===== src/rtl/regfile_requester.sv =====
// Register-file initiator: one command (up to two reads + one write) run as serial four-phase re/rack, we/wack handshakes.
// Latency is SYNC_STAGES cycles per REQ/REL state with an instant responder; cmd_ready only in IDLE, the response is held until rsp_ready.
module regfile_requester #(
  parameter int REG_SZ      = 32,
  parameter int SYNC_STAGES = 2,
  parameter int TIMEOUT     = 64
) (
  input  logic              clk,
  input  logic              rst_n,
  input  logic              cmd_valid,
  output logic              cmd_ready,
  input  logic              cmd_rd_a,
  input  logic              cmd_rd_b,
  input  logic              cmd_wr,
  input  logic [4:0]        cmd_ra,
  input  logic [4:0]        cmd_rb,
  input  logic [4:0]        cmd_wa,
  input  logic [REG_SZ-1:0] cmd_wdata,
  output logic              rsp_valid,
  input  logic              rsp_ready,
  output logic [REG_SZ-1:0] rsp_a,
  output logic [REG_SZ-1:0] rsp_b,
  output logic              rsp_err,
  output logic [4:0]        rf_r_idx,
  output logic              rf_re,
  input  logic              rf_rack,
  input  logic [REG_SZ-1:0] rf_dout,
  output logic [4:0]        rf_w_idx,
  output logic [REG_SZ-1:0] rf_din,
  output logic              rf_we,
  input  logic              rf_wack
);

  localparam int SW = SYNC_STAGES - 1;
  localparam int TW = $clog2(TIMEOUT + 1);

  typedef enum logic [3:0] {
    S_IDLE, S_RA_REQ, S_RA_REL, S_RB_REQ, S_RB_REL,
    S_W_REQ, S_W_REL, S_ABORT, S_RESP
  } state_t;

  state_t            r_state, w_state_nxt;
  logic [SW-1:0]     r_rack_sync, r_wack_sync;
  logic              w_rack, w_wack;
  logic [TW-1:0]     r_tmo;
  logic              w_tmo_hit, w_req_enter, w_accept, w_cmd_wr_en;
  logic              r_rd_b, r_wr;
  logic [4:0]        r_rb;
  logic              r_cmd_ready, r_rsp_valid, r_rsp_err, r_re, r_we;
  logic [REG_SZ-1:0] r_rsp_a, r_rsp_b, r_din;
  logic [4:0]        r_r_idx, r_w_idx;

  // The FSM state register acts as the final synchronizer stage, so with an
  // instant responder each REQ/REL state lasts exactly SYNC_STAGES cycles.
  if (SW > 1) begin : g_sync_deep
    always_ff @(posedge clk or negedge rst_n) begin
      if (!rst_n) begin
        r_rack_sync <= '0;
        r_wack_sync <= '0;
      end else begin
        r_rack_sync <= {r_rack_sync[SW-2:0], rf_rack};
        r_wack_sync <= {r_wack_sync[SW-2:0], rf_wack};
      end
    end
  end else begin : g_sync_one
    always_ff @(posedge clk or negedge rst_n) begin
      if (!rst_n) begin
        r_rack_sync <= '0;
        r_wack_sync <= '0;
      end else begin
        r_rack_sync <= rf_rack;
        r_wack_sync <= rf_wack;
      end
    end
  end

  assign w_rack      = r_rack_sync[SW-1];
  assign w_wack      = r_wack_sync[SW-1];
  assign w_tmo_hit   = (r_tmo == TW'(TIMEOUT - 1));
  assign w_accept    = (r_state == S_IDLE) && cmd_valid;
  assign w_cmd_wr_en = cmd_wr && (cmd_wa != 5'd0);
  assign w_req_enter = (w_state_nxt inside {S_RA_REQ, S_RB_REQ, S_W_REQ}) &&
                       (w_state_nxt != r_state);

  always_ff @(posedge clk or negedge rst_n) begin
    if (!rst_n) r_state <= S_IDLE;
    else        r_state <= w_state_nxt;
  end

  always_comb begin
    w_state_nxt = r_state;
    case (r_state)
      S_IDLE:   if (cmd_valid)
                  w_state_nxt = cmd_rd_a    ? S_RA_REQ :
                                cmd_rd_b    ? S_RB_REQ :
                                w_cmd_wr_en ? S_W_REQ  : S_RESP;
      S_RA_REQ: if (w_rack)         w_state_nxt = S_RA_REL;
                else if (w_tmo_hit) w_state_nxt = S_ABORT;
      S_RA_REL: if (!w_rack)
                  w_state_nxt = r_rd_b ? S_RB_REQ : r_wr ? S_W_REQ : S_RESP;
      S_RB_REQ: if (w_rack)         w_state_nxt = S_RB_REL;
                else if (w_tmo_hit) w_state_nxt = S_ABORT;
      S_RB_REL: if (!w_rack)        w_state_nxt = r_wr ? S_W_REQ : S_RESP;
      S_W_REQ:  if (w_wack)         w_state_nxt = S_W_REL;
                else if (w_tmo_hit) w_state_nxt = S_ABORT;
      S_W_REL:  if (!w_wack)        w_state_nxt = S_RESP;
      S_ABORT:  if (!w_rack && !w_wack) w_state_nxt = S_RESP;
      S_RESP:   if (rsp_ready)      w_state_nxt = S_IDLE;
      default:                      w_state_nxt = S_IDLE;
    endcase
  end

  always_ff @(posedge clk or negedge rst_n) begin
    if (!rst_n)           r_tmo <= '0;
    else if (w_req_enter) r_tmo <= '0;
    else if (r_state inside {S_RA_REQ, S_RB_REQ, S_W_REQ}) r_tmo <= r_tmo + 1'b1;
  end

  // Outputs are decoded from the next state so strobes move on the same edge as the FSM.
  always_ff @(posedge clk or negedge rst_n) begin
    if (!rst_n) begin
      r_cmd_ready <= 1'b1;
      r_rsp_valid <= 1'b0;
      r_rsp_err   <= 1'b0;
      r_rsp_a     <= '0;
      r_rsp_b     <= '0;
      r_re        <= 1'b0;
      r_we        <= 1'b0;
      r_r_idx     <= '0;
      r_w_idx     <= '0;
      r_din       <= '0;
      r_rd_b      <= 1'b0;
      r_wr        <= 1'b0;
      r_rb        <= '0;
    end else begin
      r_cmd_ready <= (w_state_nxt == S_IDLE);
      r_rsp_valid <= (w_state_nxt == S_RESP);
      r_re        <= (w_state_nxt == S_RA_REQ) || (w_state_nxt == S_RB_REQ);
      r_we        <= (w_state_nxt == S_W_REQ);
      if (w_accept) begin
        r_rd_b  <= cmd_rd_b;
        r_wr    <= w_cmd_wr_en;
        r_rb    <= cmd_rb;
        r_r_idx <= cmd_rd_a ? cmd_ra : cmd_rb;
        r_w_idx <= cmd_wa;
        r_din   <= cmd_wdata;
      end
      if ((r_state == S_RA_REL) && (w_state_nxt == S_RB_REQ)) r_r_idx <= r_rb;
      if ((r_state == S_RA_REQ) && w_rack) r_rsp_a <= rf_dout;
      if ((r_state == S_RB_REQ) && w_rack) r_rsp_b <= rf_dout;
      if ((r_state == S_ABORT) && (w_state_nxt == S_RESP)) r_rsp_err <= 1'b1;
      if ((r_state == S_RESP) && rsp_ready) begin
        r_rsp_a   <= '0;
        r_rsp_b   <= '0;
        r_rsp_err <= 1'b0;
      end
    end
  end

  assign cmd_ready = r_cmd_ready;
  assign rsp_valid = r_rsp_valid;
  assign rsp_err   = r_rsp_err;
  assign rsp_a     = r_rsp_a;
  assign rsp_b     = r_rsp_b;
  assign rf_re     = r_re;
  assign rf_we     = r_we;
  assign rf_r_idx  = r_r_idx;
  assign rf_w_idx  = r_w_idx;
  assign rf_din    = r_din;

endmodule

===== config.mk =====
export PLATFORM = sky130hd
export DESIGN_NAME = regfile_requester
export DESIGN_NICKNAME = d
export VERILOG_FILES = /design/src/rtl/regfile_requester.sv
export SDC_FILE = /design/constraint.sdc
export NUM_CORES = 1
export LEC_CHECK = 0
export CORE_MARGIN = 2
export CORE_UTILIZATION = 41
export CTS_CLUSTER_DIAMETER = 80
export CTS_CLUSTER_SIZE = 40
export DETAILED_ROUTE_END_ITERATION = 12
export HOLD_SLACK_MARGIN = 0.05
export PLACE_DENSITY = 0.87
export SLEW_MARGIN = 20
export SYNTH_ARGS = -nofsm -noshare
export SYNTH_HDL_FRONTEND = slang
export SYNTH_SLANG_ARGS = --single-unit

===== constraint.sdc =====
create_clock -name clk -period 2 [get_ports clk]
set_input_delay 0.3 -clock clk [delete_from_list [all_inputs] [get_ports clk]]
set_output_delay 0.3 -clock clk [all_outputs]
set_load 0.03 [all_outputs]

==> results of run 1 <==
==> what timing repair did <==
| item | in CTS | in global routing |
|---|---|---|
| pin swaps | 5 | 5 |
| hold buffers | 1 | 0 |
| endpoints found under the hold margin | 130 | 0 |
| gates resized for setup | 16 | 16 |
| endpoints found under the setup margin | 8 | 21 |
| buffers inserted | 4 | 1 |
==> stage by stage <==
stage / total power [µW] / setup TNS, ns / std cells
final: 15700 / -1.12 / 1013
after global routing: 16600 / -1.74 / 1013
after CTS: 15600 / -0.542 / 1012
after detailed placement: 12100 / -5.34 / 975
after global placement: 11900 / -5.06 / 975
after floorplan: 8840 / -1.13 / 604
==> cell type report <==
| cell class | instances | area [µm²] | share of cell area [%] |
|---|---|---|---|
| clock buffer | 19 | 453 | 5.18 |
| clock inverter | 13 | 181 | 2.07 |
| inverter | 2 | 7.51 | 0.0858 |
| multi-input combinational | 431 | 2220 | 25.3 |
| sequential | 131 | 3280 | 37.5 |
| tap | 176 | 220 | 2.52 |
| timing repair buffer | 241 | 2390 | 27.3 |
==> cells in the final DEF (no fill, tap or decap), types with 3 or more instances in the layout <==
cell type	count
a21oi_1	68
buf_12	5
buf_4	32
buf_6	6
bufinv_16	4
clkbuf_16	17
clkdlybuf4s50_1	197
clkinv_2	3
clkinvlp_4	5
dfrtp_1	128
mux2_2	11
mux2i_1	6
nand2_1	256
nand2b_1	3
nand3_1	7
nor2_1	16
nor2b_1	4
o21ai_0	9
or3b_4	3
xnor2_1	4
xor2_1	3
==> layer usage <==
| metal | share of wire (%) | vias to the layer above | routed length [µm] | global-route usage, % |
|---|---|---|---|---|
| met5 | 0 | - | 0 | 0 |
| met4 | 2.9 | 0 | 463 | 10.4 |
| met3 | 8.2 | 37 | 1310 | 8.02 |
| met2 | 48 | 222 | 7670 | 36.8 |
| met1 | 40 | 2463 | 6420 | 26.3 |
| li1 | - | 2410 | - | - |
==> where the power goes <==
part | internal [µW] | total [µW] | switching, µW
combinational | 3360 | 7900 | 4530
clock | 2150 | 3300 | 1150
sequential | 3840 | 4510 | 666
total | 9350 | 15700 | 6350
==> registers in the layout, indices dropped and copies added, names as in the netlist <==
signal	count
cmd_ready	1
r_state	4
r_rb	5
rf_r_idx	5
r_wack_sync	1
rsp_valid	1
r_rack_sync	1
rf_din	32
rsp_b	32
r_wr	1
rsp_err	1
rsp_a	32
rf_w_idx	5
rf_re	1
r_tmo	7
r_rd_b	1
rf_we	1
==> how the worst max path moves through the flow <==
| stage | start | endpoint | slack, ns |
|---|---|---|---|
| detailed placement | cmd_wa[0] | r_tmo[0]$_DFFE_PN0P_ | -0.55 |
| global placement | cmd_wa[0] | r_tmo[3]$_DFFE_PN0P_ | -0.51 |
| global route | r_state[0]$_DFF_PN0_ | r_tmo[4]$_DFFE_PN0P_ | -0.21 |
| finish | r_state[1]$_DFF_PN0_ | r_tmo[6]$_DFFE_PN0P_ | -0.16 |
| floorplan | r_state[1]$_DFF_PN0_ | r_tmo[1]$_DFFE_PN0P_ | -0.17 |
| CTS | r_state[1]$_DFF_PN0_ | r_tmo[0]$_DFFE_PN0P_ | -0.08 |
==> cell families after synthesis <==
| family | Yosys count | synth area share (%) |
|---|---|---|
| mux | 18 | 3.59 |
| buf+inv | 42 | 3.18 |
| simple gates | 311 | 22.9 |
| xor+xnor | 7 | 1.10 |
| compound gates | 94 | 9.88 |
| fa+ha+maj | 1 | 0.225 |
| flops | 131 | 59.1 |
==> worst register-to-register path, delay by kind of cell, from the launching register on <==
family | cells | cell delay [ns]
muxes | 1 | 0.31
AOI/OAI and AO/OA | 3 | 0.91
and+or+nand+nor | 1 | 0.04
buffers and inverters | 2 | 0.31
DFF | 1 | 0.47
==> results.json, run 1 <==
{
  "status": "finished, violations left",
  "failed_checks": "negative setup slack",
  "areaGrowthSynthToFinish_pct": 57.7,
  "regToRegSetupSlack_ns": -0.16,
  "cp-start-kind": "register",
  "crit_chain": "buf_6 > a221o_1 > a211o_2 > mux2_4 > a221oi_4 > buf_6 > nor2_1",
  "arrival_ns": 2.46,
  "synth_top_area_share_pct": 58.6,
  "cts_tree": "done",
  "globalplace.congestion": 0.838,
  "postSynth.asyncResetShare_pct": 100,
  "post-route-period-util_pct": 108,
  "ir_drop_mv": 1.16,
  "dpl_worst_slack_ns": -0.546,
  "setup_viol": 7,
  "min_period_ns": 2.16,
  "report.final.slew_viol_count": 0,
  "synth_nets": 693,
  "power_density_nw_per_um2": 1790,
  "io_pins": 199,
  "p_leak_uw": 0.00392,
  "clock-sinks": 131,
  "hp-class": "in -> async",
  "synth_area_um2": 5550,
  "synth_area_leaders": "dfrtp_1 59%, nand2_1 17%, a21oi_1 6.2%, mux2_2 2.2%, clkbuf_1 1.8%",
  "route.detailed.drc": 0,
  "ys_seq_elements": 131,
  "synth-edff-count": 0,
  "yosysMostFrequentCell": "nand2_1",
  "cp_max_fo": 8,
  "antenna_found_initial": 0,
  "maxCapViolations": 0,
  "yosysSeqAreaShare_pct": 59.1,
  "root_buffer": "clkbuf_16",
  "numCtsBuffers": 17,
  "reg2reg_from": "r_state[1]$_DFF_PN0_",
  "cp.required_ns": 2.29,
  "r2r_end": "r_tmo[6]$_DFFE_PN0P_",
  "setup_ws_ns": -0.163,
  "h-tree-depth": 4,
  "clock_skew_ns": 0.00517,
  "drive_above_1_share_pct": 13.7,
  "r2r_cells": 7,
  "postSynthAreaPerCell_um2": 9.19,
  "routedWlPerCell_um": 15.6,
  "max_freq_mhz": 462,
  "nFillCells": 1015,
  "rsz0062_at_grt": "yes",
  "core_um2": 13200,
  "track_usage_pct": 22.4,
  "avgViaCountPerCell": 5.07,
  "postRouteAntennaNets": 0,
  "maxSlewHeadroom_pct": 73.3,
  "nNetsFinal": 913,
  "clk_path_buf_depth": 2,
  "hold_slack_ns": 0.233,
  "dr.pass1.iters": 4,
  "critical_path_buf_inv_count": 2,
  "drt_iter0_markers": 381,
  "diodes": 0,
  "synthDistinctLibCells": 48,
  "grt_max_degree": 75,
  "portBuffers": 198,
  "start_util_pct": 41.9,
  "die_x_um": 120,
  "path_common_cell": "buf_6",
  "critPathSlowestCell": "dfrtp_2",
  "hpwl_mm": 10.6,
  "cp_slowest_stage_delay_ns": 0.47,
  "crit_family": "compound AO/OA/AOI/OAI gates",
  "fp-row-count": 42,
  "finalHoldViolCount": 0,
  "worst_pin_slew_ns": 0.400,
  "num_vias": 5132,
  "syn_inst": 604,
  "die_area_um2": 14500,
  "dpl_cell_area_um2": 7920,
  "stdcell_area_um2": 8750,
  "synth_top_cell_by_area": "dfrtp_1",
  "cp-end-kind": "register",
  "worstSetupPathDepth": 7,
  "worstSetupPathType": "reg -> reg",
  "grt_overflow_total": 0,
  "ys_warn_count": 0,
  "clk_pin_slew_worst_paths_ns": 0.06,
  "ys.flop_type": "dfrtp_1",
  "clk_latency_ns": 0.41,
  "grt_pass1_vias": 5316,
  "fp.dieH_um": 120,
  "grt_pass1_wl_mm": 25.5,
  "final_core_utilization_pct": 66.1,
  "finalWirelength_mm": 15.9,
  "synthTopCellsByCount": "256 x nand2_1, 130 x dfrtp_1, 69 x a21oi_1"
}
No activity file was read; power rests on OpenSTA's default activity.
==> run 2: changes to the inputs <==
- CORE_UTILIZATION: 41 -> 33
- PLACE_DENSITY: 0.87 -> 0.74
- SLEW_MARGIN: 20 -> unset
==> run 2 against run 1 <==
  * The flow still finishes with violations (negative setup slack)
  * Wire length is essentially flat
  * Clock-buffer cell count grew 2
  * Power shrank 1.1%
  * Sequential power is essentially flat
  * Global-route usage shrank 4.3 points
  * First-iteration DRC count shrank 57%
  * Register-to-register slack lost 0.02 ns
  * Critical endpoint is now r_tmo[3]$_DFFE_PN0P_
  * Highest routed layer unchanged
==> results.json, run 2 (same netlist as run 1, synthesis figures left out) <==
{
  "status": "finished, violations left",
  "failed_checks": "negative setup slack",
  "numCtsBuffers": 17,
  "fp-row-count": 47,
  "start_util_pct": 33.6,
  "clk_path_buf_depth": 2,
  "drive_above_1_share_pct": 14.4,
  "dr.pass1.iters": 6,
  "max_freq_mhz": 458,
  "antenna_found_initial": 0,
  "report.final.slew_viol_count": 0,
  "worstSetupPathType": "reg -> reg",
  "final.setup.tns_ns": -1.29,
  "avgViaCountPerCell": 4.72,
  "min_path_cells": 1,
  "die_area_um2": 17900,
  "setup_viol": 8,
  "hp-class": "in -> reg",
  "grt_pass1_wl_mm": 25.7,
  "p_leak_uw": 0.00395,
  "dpl_cell_area_um2": 8020,
  "fp.dieH_um": 134,
  "die_x_um": 134,
  "cp.required_ns": 2.29,
  "track_usage_pct": 18.1,
  "critical_path_buf_inv_count": 3,
  "maxCapViolations": 0,
  "p_comb_share_pct": 51.1,
  "p_int_uw": 9190,
  "arrival_ns": 2.48,
  "clock_skew_ns": 0.0129,
  "clk_latency_ns": 0.41,
  "setup_ws_ns": -0.185,
  "h-tree-depth": 4,
  "route.detailed.drc": 0,
  "drt_iter0_markers": 163,
  "cp_slowest_stage_delay_ns": 0.49,
  "total_power_uw": 15500,
  "grt_pass1_vias": 5107,
  "num_vias": 5025,
  "cp-end-kind": "register",
  "whs_endpoint": "r_wack_sync$_DFF_PN0_",
  "stdcell_area_um2": 8830,
  "ir_drop_mv": 1.03,
  "finalWirelength_mm": 15.9,
  "r2r_cells": 9,
  "power_density_nw_per_um2": 1760,
  "portBuffers": 198,
  "maxSlewHeadroom_pct": 69.9,
  "diodes": 0,
  "regToRegSetupSlack_ns": -0.18,
  "routedWlPerCell_um": 14.9,
  "swShare_pct": 40.8,
  "min_period_ns": 2.18,
  "hpwl_mm": 10.7,
  "critPathSlowestCell": "dfrtp_2",
  "core_um2": 16500,
  "mostFrequentLayoutCells": "256 x nand2_1, 197 x clkdlybuf4s50_1, 128 x dfrtp_1",
  "io_pins": 199,
  "final_common_cell": "nand2_1",
  "worst_pin_slew_ns": 0.451,
  "worstHoldStart": "rf_wack",
  "clockPowerShare_pct": 19.8,
  "root_buffer": "clkbuf_16",
  "r2r_end": "r_tmo[3]$_DFFE_PN0P_",
  "p_seq_share_pct": 29.1,
  "cts_tree": "done",
  "finalHoldViolCount": 0,
  "areaGrowthSynthToFinish_pct": 59.2,
  "cp-start-kind": "register",
  "path_common_cell": "buf_6",
  "postRouteAntennaNets": 0,
  "reg2reg_from": "r_state[1]$_DFF_PN0_",
  "switching_power_uw": 6340,
  "post-route-period-util_pct": 109,
  "cp_max_fo": 7,
  "globalplace.congestion": 0.823,
  "crit_chain": "buf_6 > buf_4 > nor2b_4 > a22oi_2 > o41ai_4 > or2_4 > a221oi_4 > buf_6 > nor2_1",
  "crit_family": "compound AO/OA/AOI/OAI gates",
  "nNetsFinal": 921,
  "clock-sinks": 131,
  "grt_overflow_total": 0,
  "grt_max_degree": 66,
  "clk_pin_slew_worst_paths_ns": 0.06,
  "dpl_worst_slack_ns": -0.573,
  "rsz0062_at_grt": "yes"
}
run 2: worst max-delay path by stage:
stage,depth (start not counted),endpoint,slack (ns),from
after floorplan,7,r_tmo[1]$_DFFE_PN0P_,-0.17,r_state[1]$_DFF_PN0_
after global placement,7,r_tmo[2]$_DFFE_PN0P_,-0.52,cmd_wa[0]
after detailed placement,7,r_tmo[3]$_DFFE_PN0P_,-0.57,cmd_wa[0]
after CTS,7,r_tmo[3]$_DFFE_PN0P_,-0.11,r_state[1]$_DFF_PN0_
after global routing,8,r_tmo[2]$_DFFE_PN0P_,-0.23,r_state[1]$_DFF_PN0_
final,9,r_tmo[3]$_DFFE_PN0P_,-0.18,r_state[1]$_DFF_PN0_
run 2: what timing repair did:
action	CTS	global route
gates cloned	1	0
hold buffers	1	0
pin swaps	6	3
setup buffers	2	4
gates resized for setup	16	20
endpoints found under the hold margin	29	0
setup endpoints to repair	16	15
run 2: area by class of cell:
| type | instances | area [µm²] |
|---|---|---|
| fillers | 1452 | 7690 |
| flip-flops and latches | 131 | 3280 |
| repair buffers | 249 | 2450 |
| multi-input cells | 431 | 2230 |
| clock buffers | 21 | 460 |
| well taps | 220 | 275 |
| clock inverters | 11 | 129 |
| inverters | 2 | 7.51 |
run 2: routing by layer:
metal | vias up | GRT usage (%) | wire length, µm
met2 | 187 | 29.2 | 7470
met5 | - | 0 | 0
met1 | 2385 | 22.3 | 6740
met4 | 0 | 6.80 | 306
li1 | 2431 | - | -
met3 | 22 | 6.77 | 1340
run 2: metrics by stage:
stage                     hold slack (ns)  std cells  util [%]
after global placement              0.279       1025      48.6
after detailed placement            0.283       1025      48.6
final                               0.327       1065      53.5
after CTS                           0.313       1061      52.7
after floorplan                   0.00441        604         -
after global routing                0.341       1065      53.5
run 2: power groups by stage:
stage | clock network, µW | logic (µW) | registers (µW)
after floorplan | 0 | 2330 | 6510
after global placement | 0 | 7540 | 4480
after detailed placement | 0 | 7630 | 4520
after CTS | 3160 | 7800 | 4510
after global routing | 3280 | 8510 | 4670
final | 3080 | 7940 | 4510
==> run 3: changes to the inputs <==
- CORE_UTILIZATION: 33 -> 41
- PLACE_DENSITY: 0.74 -> 0.87
==> results of run 3 <==
Same layout as run 1: the final DEF is identical, and so are final timing and power.
